===== src/rtl/conv27_mac_sequencer.sv =====
`default_nettype none
// ============================================================================
// Module   : conv27_mac_sequencer
// Purpose  : Drives the 27-lane multiplier array one group per pass and
//            accumulates the reduced lane products with signed saturation.
// Revision : 1.0  initial release
// ============================================================================
module conv27_mac_sequencer #(
  parameter int BITSIZE   = 14,
  parameter int FRAC_BITS = 7,
  parameter int LANES     = 27,
  parameter int GRP_W     = 8,
  parameter int ADDR_W    = 10,
  parameter int ACC_W     = 32,
  parameter int WAIT_MAX  = 16,
  localparam int PW       = 2*BITSIZE - FRAC_BITS
) (
  input  logic                clk,
  input  logic                rst,
  input  logic                cmd_valid,
  output logic                cmd_ready,
  input  logic [GRP_W-1:0]    cmd_groups,
  input  logic [ADDR_W-1:0]   cmd_base,
  output logic                buf_rd_en,
  output logic [ADDR_W-1:0]   buf_rd_addr,
  output logic                mul_start,
  input  logic                mul_valid,
  input  logic [PW*LANES-1:0] mul_result,
  output logic                out_valid,
  input  logic                out_ready,
  output logic [ACC_W-1:0]    out_data,
  output logic                out_err
);

  localparam int SUM_W = PW + $clog2(LANES);
  localparam int TMR_W = $clog2(WAIT_MAX);
  localparam logic [TMR_W-1:0] WAIT_LAST = TMR_W'(WAIT_MAX - 1);
  localparam logic [ACC_W-1:0] ACC_MAX   = {1'b0, {(ACC_W-1){1'b1}}};
  localparam logic [ACC_W-1:0] ACC_MIN   = {1'b1, {(ACC_W-1){1'b0}}};

  typedef enum logic [2:0] {
    S_IDLE = 3'd0,
    S_READ = 3'd1,
    S_LOAD = 3'd2,
    S_WAIT = 3'd3,
    S_DONE = 3'd4
  } state_t;

  state_t            state_q, state_d;
  logic [GRP_W-1:0]  groups_q, groups_d;
  logic [ADDR_W-1:0] base_q, base_d;
  logic [GRP_W-1:0]  idx_q, idx_d;
  logic [ACC_W-1:0]  acc_q, acc_d;
  logic [TMR_W-1:0]  timer_q, timer_d;
  logic              err_q, err_d;
  logic              mul_valid_q, mul_valid_d;
  logic              cmd_ready_q, cmd_ready_d;
  logic              buf_rd_en_q, buf_rd_en_d;
  logic [ADDR_W-1:0] buf_rd_addr_q, buf_rd_addr_d;
  logic              mul_start_q, mul_start_d;
  logic              out_valid_q, out_valid_d;
  logic [ACC_W-1:0]  out_data_q, out_data_d;
  logic              out_err_q, out_err_d;

  logic [SUM_W-1:0]  w_lane_ext [LANES];
  logic [SUM_W-1:0]  w_lane_sum;
  logic [ACC_W:0]    w_acc_sum;
  logic [ACC_W-1:0]  w_acc_sat;
  logic              w_new_result;
  logic              w_last;

  for (genvar i = 0; i < LANES; i++) begin : g_lane
    assign w_lane_ext[i] = {{(SUM_W-PW){mul_result[i*PW+PW-1]}}, mul_result[i*PW +: PW]};
  end

  // Lane reduction is exact in SUM_W bits, so only the accumulate can overflow.
  always_comb begin
    w_lane_sum = '0;
    for (int i = 0; i < LANES; i++) begin
      w_lane_sum = w_lane_sum + w_lane_ext[i];
    end
  end

  assign w_acc_sum = {acc_q[ACC_W-1], acc_q}
                   + {{(ACC_W+1-SUM_W){w_lane_sum[SUM_W-1]}}, w_lane_sum};
  assign w_acc_sat = (w_acc_sum[ACC_W] != w_acc_sum[ACC_W-1])
                   ? (w_acc_sum[ACC_W] ? ACC_MIN : ACC_MAX)
                   : w_acc_sum[ACC_W-1:0];

  // Only a rising mul_valid counts, so a level left high from earlier is not a result.
  assign w_new_result = mul_valid & ~mul_valid_q;
  assign w_last       = (idx_q == groups_q - GRP_W'(1));

  always_comb begin
    state_d     = state_q;
    groups_d    = groups_q;
    base_d      = base_q;
    idx_d       = idx_q;
    acc_d       = acc_q;
    timer_d     = timer_q;
    err_d       = err_q;
    mul_valid_d = mul_valid;

    case (state_q)
      S_IDLE: begin
        if (cmd_valid) begin
          groups_d = cmd_groups;
          base_d   = cmd_base;
          acc_d    = '0;
          idx_d    = '0;
          err_d    = 1'b0;
          state_d  = (cmd_groups == '0) ? S_DONE : S_READ;
        end
      end
      S_READ: state_d = S_LOAD;
      S_LOAD: begin
        timer_d = '0;
        state_d = S_WAIT;
      end
      S_WAIT: begin
        if (w_new_result) begin
          acc_d = w_acc_sat;
          if (w_last) begin
            state_d = S_DONE;
          end else begin
            idx_d   = idx_q + GRP_W'(1);
            state_d = S_READ;
          end
        end else if (timer_q == WAIT_LAST) begin
          err_d   = 1'b1;
          state_d = S_DONE;
        end else begin
          timer_d = timer_q + TMR_W'(1);
        end
      end
      S_DONE: begin
        if (out_ready) state_d = S_IDLE;
      end
      default: state_d = S_IDLE;
    endcase

    // Outputs are registered from the next state so they align with it.
    cmd_ready_d   = (state_d == S_IDLE);
    buf_rd_en_d   = (state_d == S_READ);
    buf_rd_addr_d = (state_d == S_READ) ? base_d + ADDR_W'(idx_d) : '0;
    mul_start_d   = (state_d == S_LOAD);
    out_valid_d   = (state_d == S_DONE);
    out_data_d    = (state_d == S_DONE) ? acc_d : '0;
    out_err_d     = (state_d == S_DONE) ? err_d : 1'b0;
  end

  always_ff @(posedge clk or negedge rst) begin
    if (!rst) begin
      state_q       <= S_IDLE;
      groups_q      <= '0;
      base_q        <= '0;
      idx_q         <= '0;
      acc_q         <= '0;
      timer_q       <= '0;
      err_q         <= 1'b0;
      mul_valid_q   <= 1'b0;
      cmd_ready_q   <= 1'b1;
      buf_rd_en_q   <= 1'b0;
      buf_rd_addr_q <= '0;
      mul_start_q   <= 1'b0;
      out_valid_q   <= 1'b0;
      out_data_q    <= '0;
      out_err_q     <= 1'b0;
    end else begin
      state_q       <= state_d;
      groups_q      <= groups_d;
      base_q        <= base_d;
      idx_q         <= idx_d;
      acc_q         <= acc_d;
      timer_q       <= timer_d;
      err_q         <= err_d;
      mul_valid_q   <= mul_valid_d;
      cmd_ready_q   <= cmd_ready_d;
      buf_rd_en_q   <= buf_rd_en_d;
      buf_rd_addr_q <= buf_rd_addr_d;
      mul_start_q   <= mul_start_d;
      out_valid_q   <= out_valid_d;
      out_data_q    <= out_data_d;
      out_err_q     <= out_err_d;
    end
  end

  assign cmd_ready   = cmd_ready_q;
  assign buf_rd_en   = buf_rd_en_q;
  assign buf_rd_addr = buf_rd_addr_q;
  assign mul_start   = mul_start_q;
  assign out_valid   = out_valid_q;
  assign out_data    = out_data_q;
  assign out_err     = out_err_q;

endmodule
`default_nettype wire


===== config.mk =====
export PLATFORM = sky130hd
export DESIGN_NAME = conv27_mac_sequencer
export DESIGN_NICKNAME = d
export VERILOG_FILES = /design/src/rtl/conv27_mac_sequencer.sv
export SDC_FILE = /design/constraint.sdc
export NUM_CORES = 1
export LEC_CHECK = 0
export ABC_AREA = 1
export BUFFER_PORTS_ARGS = -buffer_cell sky130_fd_sc_hd__buf_2
export CAP_MARGIN = 0
export CORE_MARGIN = 4
export CORE_UTILIZATION = 25
export DETAILED_ROUTE_END_ITERATION = 7
export GPL_ROUTABILITY_DRIVEN = 0
export HOLD_SLACK_MARGIN = 0.1
export SYNTH_ARGS = -nofsm -noshare
export SYNTH_HDL_FRONTEND = slang
export SYNTH_SLANG_ARGS = --single-unit

===== constraint.sdc =====
create_clock -name clk -period 3.5 [get_ports clk]
set_clock_uncertainty 0.15 [all_clocks]
set_input_delay 0.175 -clock clk [delete_from_list [all_inputs] [get_ports clk]]
set_output_delay 0.175 -clock clk [all_outputs]
set_load 0.1 [all_outputs]

### After elaboration in Yosys (flattened, before gate mapping)

Cells that the tools add are included.

* register bits after elaboration: 114
* bits of input ports: 590
* output and inout bits: 47
* word-level logic and storage cells: 94

* add/sub/neg operators: 31
* equal/unequal tests: 12
* muxes and demuxes: 28
* bitwise logic cells: 2
* reductions and logical operators: 6

Operators with widths (count)
* $add A26 B26 Y26: 21
* $mux W32: 5
* $pmux W32 S2: 1
* $add A32 B26 Y33: 1
* $mux W10: 3
* $add A25 B21 Y26: 1
* $add A24 B21 Y25: 1
* $add A23 B21 Y24: 1
* $mux W8: 3
* $add A22 B21 Y23: 1
* $add A21 B21 Y22: 1
* $mux W3: 6
* $pmux W8 S2: 1
* $pmux W3 S5: 1
* $add A10 B8 Y10: 1
* $eq A3 B2 Y1 const B: 3
* $add A8 B1 Y8 const B: 1
* $eq A8 B8 Y1: 1
* $logic_not A8 Y1: 1
* $mux W4: 2
* $pmux W4 S2: 1
* $sub A8 B1 Y8 const B: 1
* $eq A3 B1 Y1 const B: 2
* $eq A3 B3 Y1 const B: 2
* 12 further kinds: 17

### Longest topological paths before layout

Gate-level depths: netlist of run 1.

* depth in word-level cells: 32
* depth in mapped cells: 40
* depth with buffers taken out: 40

### Least setup slack after synthesis of run 1

No wires, ideal clock.

* path kind: input to register
* start: in mul_result[445]
* end: reg out_data_q[21], in the netlist out_data[21]
* library setup time: 0.073 ns
* arrival: 7.212 ns
* required time: 3.277 ns
* path slack: -3.935 ns
* stages: 37
* buffers on the path: 1
* cell sequence: inv_1 -> fa_1 -> inv_1 -> fa_1 -> inv_1 -> fa_1 -> fa_1 -> inv_1 -> fa_1 -> fa_1 -> inv_1 -> fa_1 -> inv_1 -> ha_1 -> a21oi_1 -> nand2_1 -> a21oi_1 -> o21ai_1 -> a21boi_0 -> o21ai_1 -> a21oi_1 -> xnor2_1 -> ha_1 -> nand2_1 -> inv_1 -> a21oi_1 -> nand2_1 -> a21oi_2 -> nand2_1 -> nand2_1 -> nand2_2 -> nand3_4 -> nand2_4 -> buf_8 -> nor2_2 -> nand2_2 -> a21oi_2

* cells in the longest elaborated chain, start to end: 12
* elaborated cells on any way between the ends: 13
* classes of those cells: add/sub: 7; eq/ne: 1; mux: 5

RTL lines
* start, declared: line 28 `input logic [PW*LANES-1:0] mul_result,`
* $add A26 B26 Y26 (*) (6 in a row): line 80 `w_lane_sum = w_lane_sum + w_lane_ext[i];`
* $add A32 B26 Y33 (*): line 85 `+ {{(ACC_W+1-SUM_W){w_lane_sum[SUM_W-1]}}, w_lane_sum};`
* $mux W32 / $ne A1 B1 Y1 (equally long branches): line 87, 86
* $mux W32 (*): line 87 `? (w_acc_sum[ACC_W] ? ACC_MIN : ACC_MAX)`
* $mux W32 (*): line 121 `if (w_new_result) begin`
* $pmux W32 S2 (*): line 104 `case (state_q)`
* $mux W32 (*): line 148 `out_data_d = (state_d == S_DONE) ? acc_d : '0;`
* named net out_data_d[21]: line 62 `logic [ACC_W-1:0] out_data_q, out_data_d;`
* end signal, assigned: line 183 `out_data_q <= out_data_d;`
* end, declared: line 62

Mark *: on every way through the listed nets, which the timed path passes. The rest lies on a longest branch.
A chain may end at the register's enable or synchronous reset.

### Worst setup path in the final report of run 1

* start: in mul_result[466]
* end: reg out_data_q[10], in the netlist out_data[10]

* cells in the longest elaborated chain, start to end: 11
* elaborated cells on any way between the ends: 12
* classes of those cells: add/sub: 6; eq/ne: 1; mux: 5

RTL lines (line)
* $add A26 B26 Y26 (*) (5 in a row): 80
* $add A32 B26 Y33 (*): 85
* $mux W32 / $ne A1 B1 Y1 (equally long branches): 87, 86
* $mux W32 (*): 87
* $mux W32 (*): 121
* $pmux W32 S2 (*): 104
* $mux W32 (*): 148
* named net out_data_d[10]: 62

Marks and branches as above.

==> run summary, run 1 <==
In the post-synthesis netlist, the biggest area contributors are sky130_fd_sc_hd__fa_1, sky130_fd_sc_hd__inv_1, sky130_fd_sc_hd__dfrtp_1. The HPWL reported at the end of detailed placement is 69.23 mm. The number of nets in the synthesized netlist is 3763. In this run the worst path has a maximum fanout of 8. For this run, the leading register cell type out of synthesis is sky130_fd_sc_hd__dfrtp_1. The clock tree buffer depth is 2. The number of antenna violations at the first check in global routing is 5. The count of filler cells inserted in the layout is 9127. The via count of the first global-routing pass is 21.14k.

The number of vias per cell after detailed routing came out at between 4 and 5. The final layout net count came out at about 4.7k. The number of pins exceeding their max-slew limit in the final report is 0. The placeable core region is 88920 sq um. The antenna violation net count after detailed routing came out at 0. The final routed wire length divided by cell count came out at 16.47 um. The number of endpoints with negative hold slack in the final report came out at 0.

The portion of synthesized cell area occupied by the leading cell type is 48.06%. The mapped netlist covers 22530 sq um. Across every metal layer, demand over resource in global routing totals 15.98%. The type of the most critical hold path is input port to async pin.

The top achievable clock speed came out at ~0.14 GHz. The number of cell rows came out at 109. Setup slack on the critical path of the routed design comes to -3.712 ns. Once the floorplan was initialized, standard cells occupied 25.34% of the core. The critical path is of the input port to flop type.

The number of port buffers is 636. The tree is rooted in a sky130_fd_sc_hd__clkbuf_16. Setup repair after global routing could not meet its margin everywhere.

The die extent in y is ~310 um. STA classifies the critical path endpoint as a flop. After clock tree synthesis, the clock-pin slew on the worst setup and hold paths is 0.06 ns. The die extent in x is roughly 300 um. The largest total area in the synthesized netlist belongs to sky130_fd_sc_hd__fa_1. The non-filler instance count after layout came out at between 4k and 5k. Data on the critical path arrives at its endpoint at 7.34 ns. The detailed router finished its first iteration with 596 violations. The worst setup timing slack at the placement stage came out at -4.496 ns. The global-route wire length before repair came out at about 120 mm.

The synthesized design contains 114 register bits. The maximum level of the CTS H-tree is 4. The number of warnings issued by yosys came out at 0. The minimum period implied by the final worst setup slack is 7.212 ns. The area of the die is 95000 sq um. The synthesized instance count came out at around 2.6k. The number of max-cap violations is 0.

sky130_fd_sc_hd__inv_1 is the most common cell in the netlist. The top-level port count is roughly 640. Among the stages of the critical path, the cell type that occurs most often is sky130_fd_sc_hd__fa_1. STA classifies the critical path startpoint as an input port. The total vias in the final route is 18.76k. Clock tree synthesis found a total of 114 sinks. Setup violations remaining at the end of the flow were counted as 67. For flop-to-flop paths, the worst setup slack is -0.40 ns.

The peak per-stage delay on the critical path came out at 0.57 ns. The layout-stage area growth over the synthesis result is 39.28%. Sequential cells were found to cover 12.67% of the synthesized design area. On the critical path, the stage with the largest delay is an instance of sky130_fd_sc_hd__fa_1.

The final reports fail on setup timing. In the synthesized netlist, the cells that appear most often are sky130_fd_sc_hd__inv_1, sky130_fd_sc_hd__fa_1, sky130_fd_sc_hd__nand2_1, sky130_fd_sc_hd__nor2_1, sky130_fd_sc_hd__dfrtp_1. The worst slew margin relative to its limit came out at 34.25%. The run finished, with violations left.

The number of enable flip-flop cells after synthesis is 0. The number of unique standard cell types used by synthesis came out at 48. After detailed routing, the total wire length is 76.52 mm. The worst reg-to-reg path cell count came out at 27. After detailed routing, the number of remaining DRC violations is 0. The actual slew at the worst max-slew pin is 0.9830 ns. Clock tree synthesis inserted a total of 17 buffers. After synthesis, the share of flip-flops with an asynchronous set or reset is 100.0%.

The post-route netlist has 37.25% of its cells at a drive strength greater than 1. The number of detailed-routing iterations run before antenna repair is 5. The number of cells in the design after placement came out at between 4k and 5k. The share of the clock period used by the worst path after layout is 206.1%. The required time of the critical path is 3.63 ns.

The pin count of the biggest net entering global routing came out at 93. The latest clock arrival within the worst-skew pair is 0.43 ns. The global route total overflow came out at 0. The average size of a mapped cell came out at 8.833 sq um. TritonCTS built the clock tree.
-- stage by stage --
stage | instance area (sq um) | util [%] | setup TNS (ns) | hold WS, ns
final | 31390 | 35.30 | -233.18 | 0.1744
after global routing | 31390 | 35.30 | -253.74 | 0.1751
after CTS | 30460 | 34.25 | -229.67 | 0.1718
after detailed placement | 28960 | 32.57 | -279.97 | -0.05818
after global placement | 28960 | 32.57 | -276.11 | -0.05903
after floorplan | 22750 | - | -222.05 | -0.2706
-- cell usage in the layout, fill, tap and decap left out, types with 5 or more instances in the layout --
master | netlist | layout
sky130_fd_sc_hd__inv_1 | 897 | 829
sky130_fd_sc_hd__o211ai_1 | 5 | 5
sky130_fd_sc_hd__a21oi_4 | 0 | 9
sky130_fd_sc_hd__o21a_1 | 10 | 10
sky130_fd_sc_hd__nor3_1 | 17 | 10
sky130_fd_sc_hd__nor2_1 | 120 | 106
sky130_fd_sc_hd__buf_2 | 4 | 622
sky130_fd_sc_hd__nand3b_1 | 5 | 5
sky130_fd_sc_hd__ha_1 | 81 | 49
sky130_fd_sc_hd__ha_2 | 0 | 5
sky130_fd_sc_hd__nand2_4 | 1 | 14
sky130_fd_sc_hd__nand3_2 | 1 | 26
sky130_fd_sc_hd__dfrtp_1 | 113 | 113
sky130_fd_sc_hd__buf_4 | 1 | 245
sky130_fd_sc_hd__nor2_4 | 0 | 7
sky130_fd_sc_hd__dlygate4sd3_1 | 0 | 22
sky130_fd_sc_hd__o21ai_0 | 36 | 29
sky130_fd_sc_hd__nand2_1 | 370 | 300
sky130_fd_sc_hd__xnor2_1 | 32 | 30
sky130_fd_sc_hd__nand2_2 | 19 | 76
sky130_fd_sc_hd__buf_6 | 2 | 25
sky130_fd_sc_hd__nand4_1 | 10 | 10
sky130_fd_sc_hd__nor2_2 | 16 | 23
sky130_fd_sc_hd__nand3_1 | 80 | 46
sky130_fd_sc_hd__inv_2 | 5 | 68
sky130_fd_sc_hd__clkbuf_16 | 0 | 17
sky130_fd_sc_hd__xor2_1 | 30 | 27
sky130_fd_sc_hd__inv_4 | 0 | 5
sky130_fd_sc_hd__a21oi_1 | 87 | 53
sky130_fd_sc_hd__ha_4 | 0 | 27
sky130_fd_sc_hd__o21ai_1 | 3 | 5
sky130_fd_sc_hd__fa_2 | 0 | 31
sky130_fd_sc_hd__o21bai_1 | 10 | 9
sky130_fd_sc_hd__a21oi_2 | 11 | 36
sky130_fd_sc_hd__fa_1 | 541 | 510
sky130_fd_sc_hd__nand3_4 | 1 | 10
-- flip-flops by register name, summed over array words and instances (netlist names) --
name	count
groups_q	8
out_valid	1
out_data	32
buf_rd_en	1
idx_q	8
cmd_ready	1
timer_q	4
out_err	1
state_q	3
acc_q	32
err_q	1
mul_valid_q	1
base_q	10
buf_rd_addr	10
mul_start	1
-- layout make-up --
| type | count | area [sq um] | area share, % |
|---|---|---|---|
| flip-flops and latches | 114 | 2854 | 9.093 |
| repair buffers | 917 | 5509 | 17.55 |
| inverters | 903 | 3403 | 10.84 |
| clock inverters | 13 | 151.4 | 0.4824 |
| diodes | 1 | 2.502 | 0.007973 |
| multi-input cells | 1513 | 17560 | 55.93 |
| clock buffers | 19 | 452.9 | 1.443 |
| well taps | 1165 | 1458 | 4.644 |
-- metal layers --
| layer | global-route usage (%) | vias up | share of wire [%] |
|---|---|---|---|
| met5 | 0 | - | 0 |
| met4 | 2.954 | 0 | 2.1 |
| met3 | 2.740 | 72 | 5.8 |
| met2 | 31.29 | 589 | 54 |
| met1 | 18.22 | 9090 | 38 |
| li1 | - | 9012 | - |
-- cell families after synthesis --
| kind of cell | share of synthesized area (%) |
|---|---|
| AO/OA/AOI/OAI | 4.559 |
| XOR/XNOR | 2.410 |
| adder cells (fa/ha/maj) | 52.56 |
| buffers and inverters | 15.56 |
| flip-flops | 12.67 |
| AND/OR/NAND/NOR | 12.24 |
-- path summary, 6_finish.rpt --
path | to | from
max | out_data[10] | mul_result[466]
min | base_q[4] | rst
max reg2reg | buf_rd_addr[8] | groups_q[0]
min reg2reg | err_q | err_q
max in group asynchronous | groups_q[5] | rst
min in group clk | idx_q[3] | cmd_valid
-- worst max-delay path, delay by kind of cell --
kind,cells,cell delay [ns]
adder cells (fa/ha/maj),9,3.98
AO/OA/AOI/OAI,9,1.39
AND/OR/NAND/NOR,8,0.83
buffers and inverters,9,0.80
XOR/XNOR,1,0.16
-- timing repair --
action	CTS	global route
pin swaps	96	104
hold endpoints to repair	138	0
setup endpoints to repair	69	71
cloned	0	1
buffers inserted	15	24
resized for setup	134	215
hold buffers	22	0
Power of run 1 is left out: the tool's default activity adds up to more than one toggle a clock period on the data nets, which glitch-free logic cannot reach.
==> run 2: changes to the inputs <==
==> constraint.sdc (replaced) <==
create_clock -name clk -period 3.5 [get_ports clk]
set_clock_uncertainty 0.15 [all_clocks]
set_input_delay 0.7 -clock clk [delete_from_list [all_inputs] [get_ports clk]]
set_output_delay 0.7 -clock clk [all_outputs]
set_load 0.1 [all_outputs]
==> run 2 against run 1 <==
Net effect: critical path type unchanged; die area is the same; largest cell class unchanged; worst hold slack gained 0.0053 ns; sequential cell count is the same; design area grew 0.74%; non-clock buffer count grew 3; worst setup slack lost 0.56 ns; the run still ends with setup timing left; sequential share of layout area shrank 0.067 points; via count grew 0.27%; register-to-register slack gained 0.15 ns; cell count is essentially flat; core utilization grew 0.26 points; wire length grew 0.90%.
==> run summary, run 2 (synthesized netlist as in run 1, its figures left out) <==
The flow ran to the end, but the final reports show violations. The checks that failed: setup timing. The HPWL reported at the end of detailed placement is 69.68 mm. The library cell used most frequently in the layout, excluding fill and tap cells, is sky130_fd_sc_hd__inv_1. The pin count of the biggest net entering global routing came out at 62. The floorplan step defined a die boundary enclosing 95000 sq um. Along the worst path, the maximum fanout reaches 8. Leaving out fill and tap cells, the most frequent cells in the layout are sky130_fd_sc_hd__inv_1, sky130_fd_sc_hd__buf_2, sky130_fd_sc_hd__fa_1. The setup slack after layout is -4.271 ns. For this run, the slowest stage of the critical path takes about 0.55 ns.

The tightest min-delay check is of the input port to async pin type. The multi-input combinational cell area is between 15000 and 20000 sq um. The critical path is of the input port to flop type.

The worst reg-to-reg path cell count came out at 27. The global-route wire length before repair came out at 117.5 mm. The slack of the worst reg-to-reg path came out at -0.25 ns.

The placeable core region is between 80000 and 90000 sq um. After the first detailed-routing iteration, the DRC count stood at 650. Global routing consumed, over all layers together, 16.26% of the routing resources.

The number of pins exceeding their max-slew limit in the final report is 0. In the final design database the tool counted about 4.7k nets. In this run the count of I/O pins placed on the die edge is about 640.

Compared with the post-synthesis result, the final layout area differs by 40.32%. At the worst endpoint, the arrival time is a little under 8 ns. Counting the buffers created by CTS gives 17. For this block, the routed nets add up to 77.21 mm of wire. The critical path's slowest cell is sky130_fd_sc_hd__fa_1.

The antenna violation net count after detailed routing is 0. The number of port buffers came out at between 600 and 700. The initial cell density of the core came out at between 20% and 30%. The die is slightly above 300 um wide. The number of endpoints with negative hold slack in the final report is 0. The required time of the critical path is 3.60 ns. The CTS tree is built. Registers take ~2900 sq um. Using the TritonRoute via totals, the vias-per-cell ratio works out to 4.049. The die extent in y came out at 308.2 um. The final routed wire length divided by cell count is between 15 and 20 um. The global route total overflow came out at 0. The maximum level of the CTS H-tree came out at 4. The latest clock arrival within the worst-skew pair is 0.42 ns. The number of detailed-routing iterations run before antenna repair came out at 4.

The worst slew margin relative to its limit is 49.02%. The top achievable clock speed is 0.1287 GHz. The clock net sink count is 114.

Setup repair after global routing could not meet its margin everywhere. The minimum period implied by the final worst setup slack is just under 8 ns. The number of cell rows came out at between 100 and 150. The number of antenna diodes came out at 0. The final critical path takes up 222.0% of the cycle. The clock tree buffer depth came out at 2.

The number of antenna violations at the first check in global routing came out at 5. The beginning of the worst register-to-register path is groups_q[1]. The worst setup path is captured at a flop. The clock root buffer is sky130_fd_sc_hd__clkbuf_16. The cell type with the highest occurrence count on the critical path is sky130_fd_sc_hd__fa_1.

In this run the critical register-to-register path is captured at buf_rd_addr[8]. The count of filler cells inserted in the layout is a little over 9k. Hold timing on the final database bottoms out at a slack of 0.1797 ns.

Setup violations remaining at the end of the flow were counted as 65. The number of max-cap violations came out at 0. The share of final-layout standard cells stronger than drive strength 1 came out at 39.20%. The total vias in the final route is approximately 19k.

The clock-pin slew of the registers on the worst-case setup and hold paths is 0.05 ns. The worst setup path is launched from an input port. The number of design rule violations left after detail routing came out at 0.

The actual slew at the worst max-slew pin is approximately 0.76 ns. The via count of the first global-routing pass is about 21k.
## run 2: cell types whose count changed in the layout (fill, tap and decap cells not counted), sizes merged
cell	previous run	this run
diode	1	0
bufinv	2	0
dlygate4sd3	22	0
inv	905	903
buf	895	920
clkinv	5	6
clkbuf	19	26
clkinvlp	4	0
## run 2: repair_timing
item                                    in CTS  in global routing
hold buffers                                 0                  0
pin swaps                                  107                168
gates resized for setup                    182                251
endpoints found under the setup margin      69                 71
buffers inserted                            44                 29
cloned                                       2                  0
## run 2: worst max-delay path, delay by kind of cell
| family | cells | cell delay (ns) |
|---|---|---|
| adders and majority gates | 9 | 4.08 |
| buffers and inverters | 9 | 0.69 |
| AOI/OAI and AO/OA | 9 | 1.45 |
| xor gates and xnor gates | 1 | 0.13 |
| and+or+nand+nor | 8 | 0.78 |
## run 2: per-layer routing
metal	track usage, %	vias to the layer above	share of wire, %
met5	0	-	0.017
met2	31.24	591	54
li1	-	9027	-
met1	18.51	9103	38
met4	4.076	2	2.6
met3	2.946	91	5.7
## run 2: per-stage QoR
step / instance area (sq um) / setup slack (ns) / setup TNS [ns] / util [%] / std cells
4_1_cts: 30650 / -4.194 / -265.30 / 34.47 / 4637
5_1_grt: 31620 / -4.543 / -286.27 / 35.56 / 4647
3_3_place_gp: 29040 / -4.914 / -308.91 / 32.65 / 4561
2_1_floorplan: 22750 / -4.106 / -255.65 / - / 2551
3_5_place_dp: 29040 / -4.934 / -310.85 / 32.65 / 4561
6_report: 31620 / -4.271 / -268.23 / 35.56 / 4647
## run 2: how the worst max path moves through the flow
stage,from,end,slack (ns)
detailed placement,mul_result[468],out_data[17],-4.93
finish,mul_result[340],out_data[10],-4.27
global placement,mul_result[468],out_data[17],-4.91
CTS,mul_result[256],out_data[3],-4.19
floorplan,mul_result[256],out_data[21],-4.11
global route,mul_result[340],out_data[26],-4.54
## run 2: area by class of cell
cell class                 instances  area share, %
multi-input combinational       1513          56.56
timing repair buffer             920          17.41
sequential                       114          9.026
inverter                         903          10.75
clock inverter                     6        0.09497
clock buffer                      26          1.547
tap                             1165          4.610
Power of run 2 is left out for the same reason.
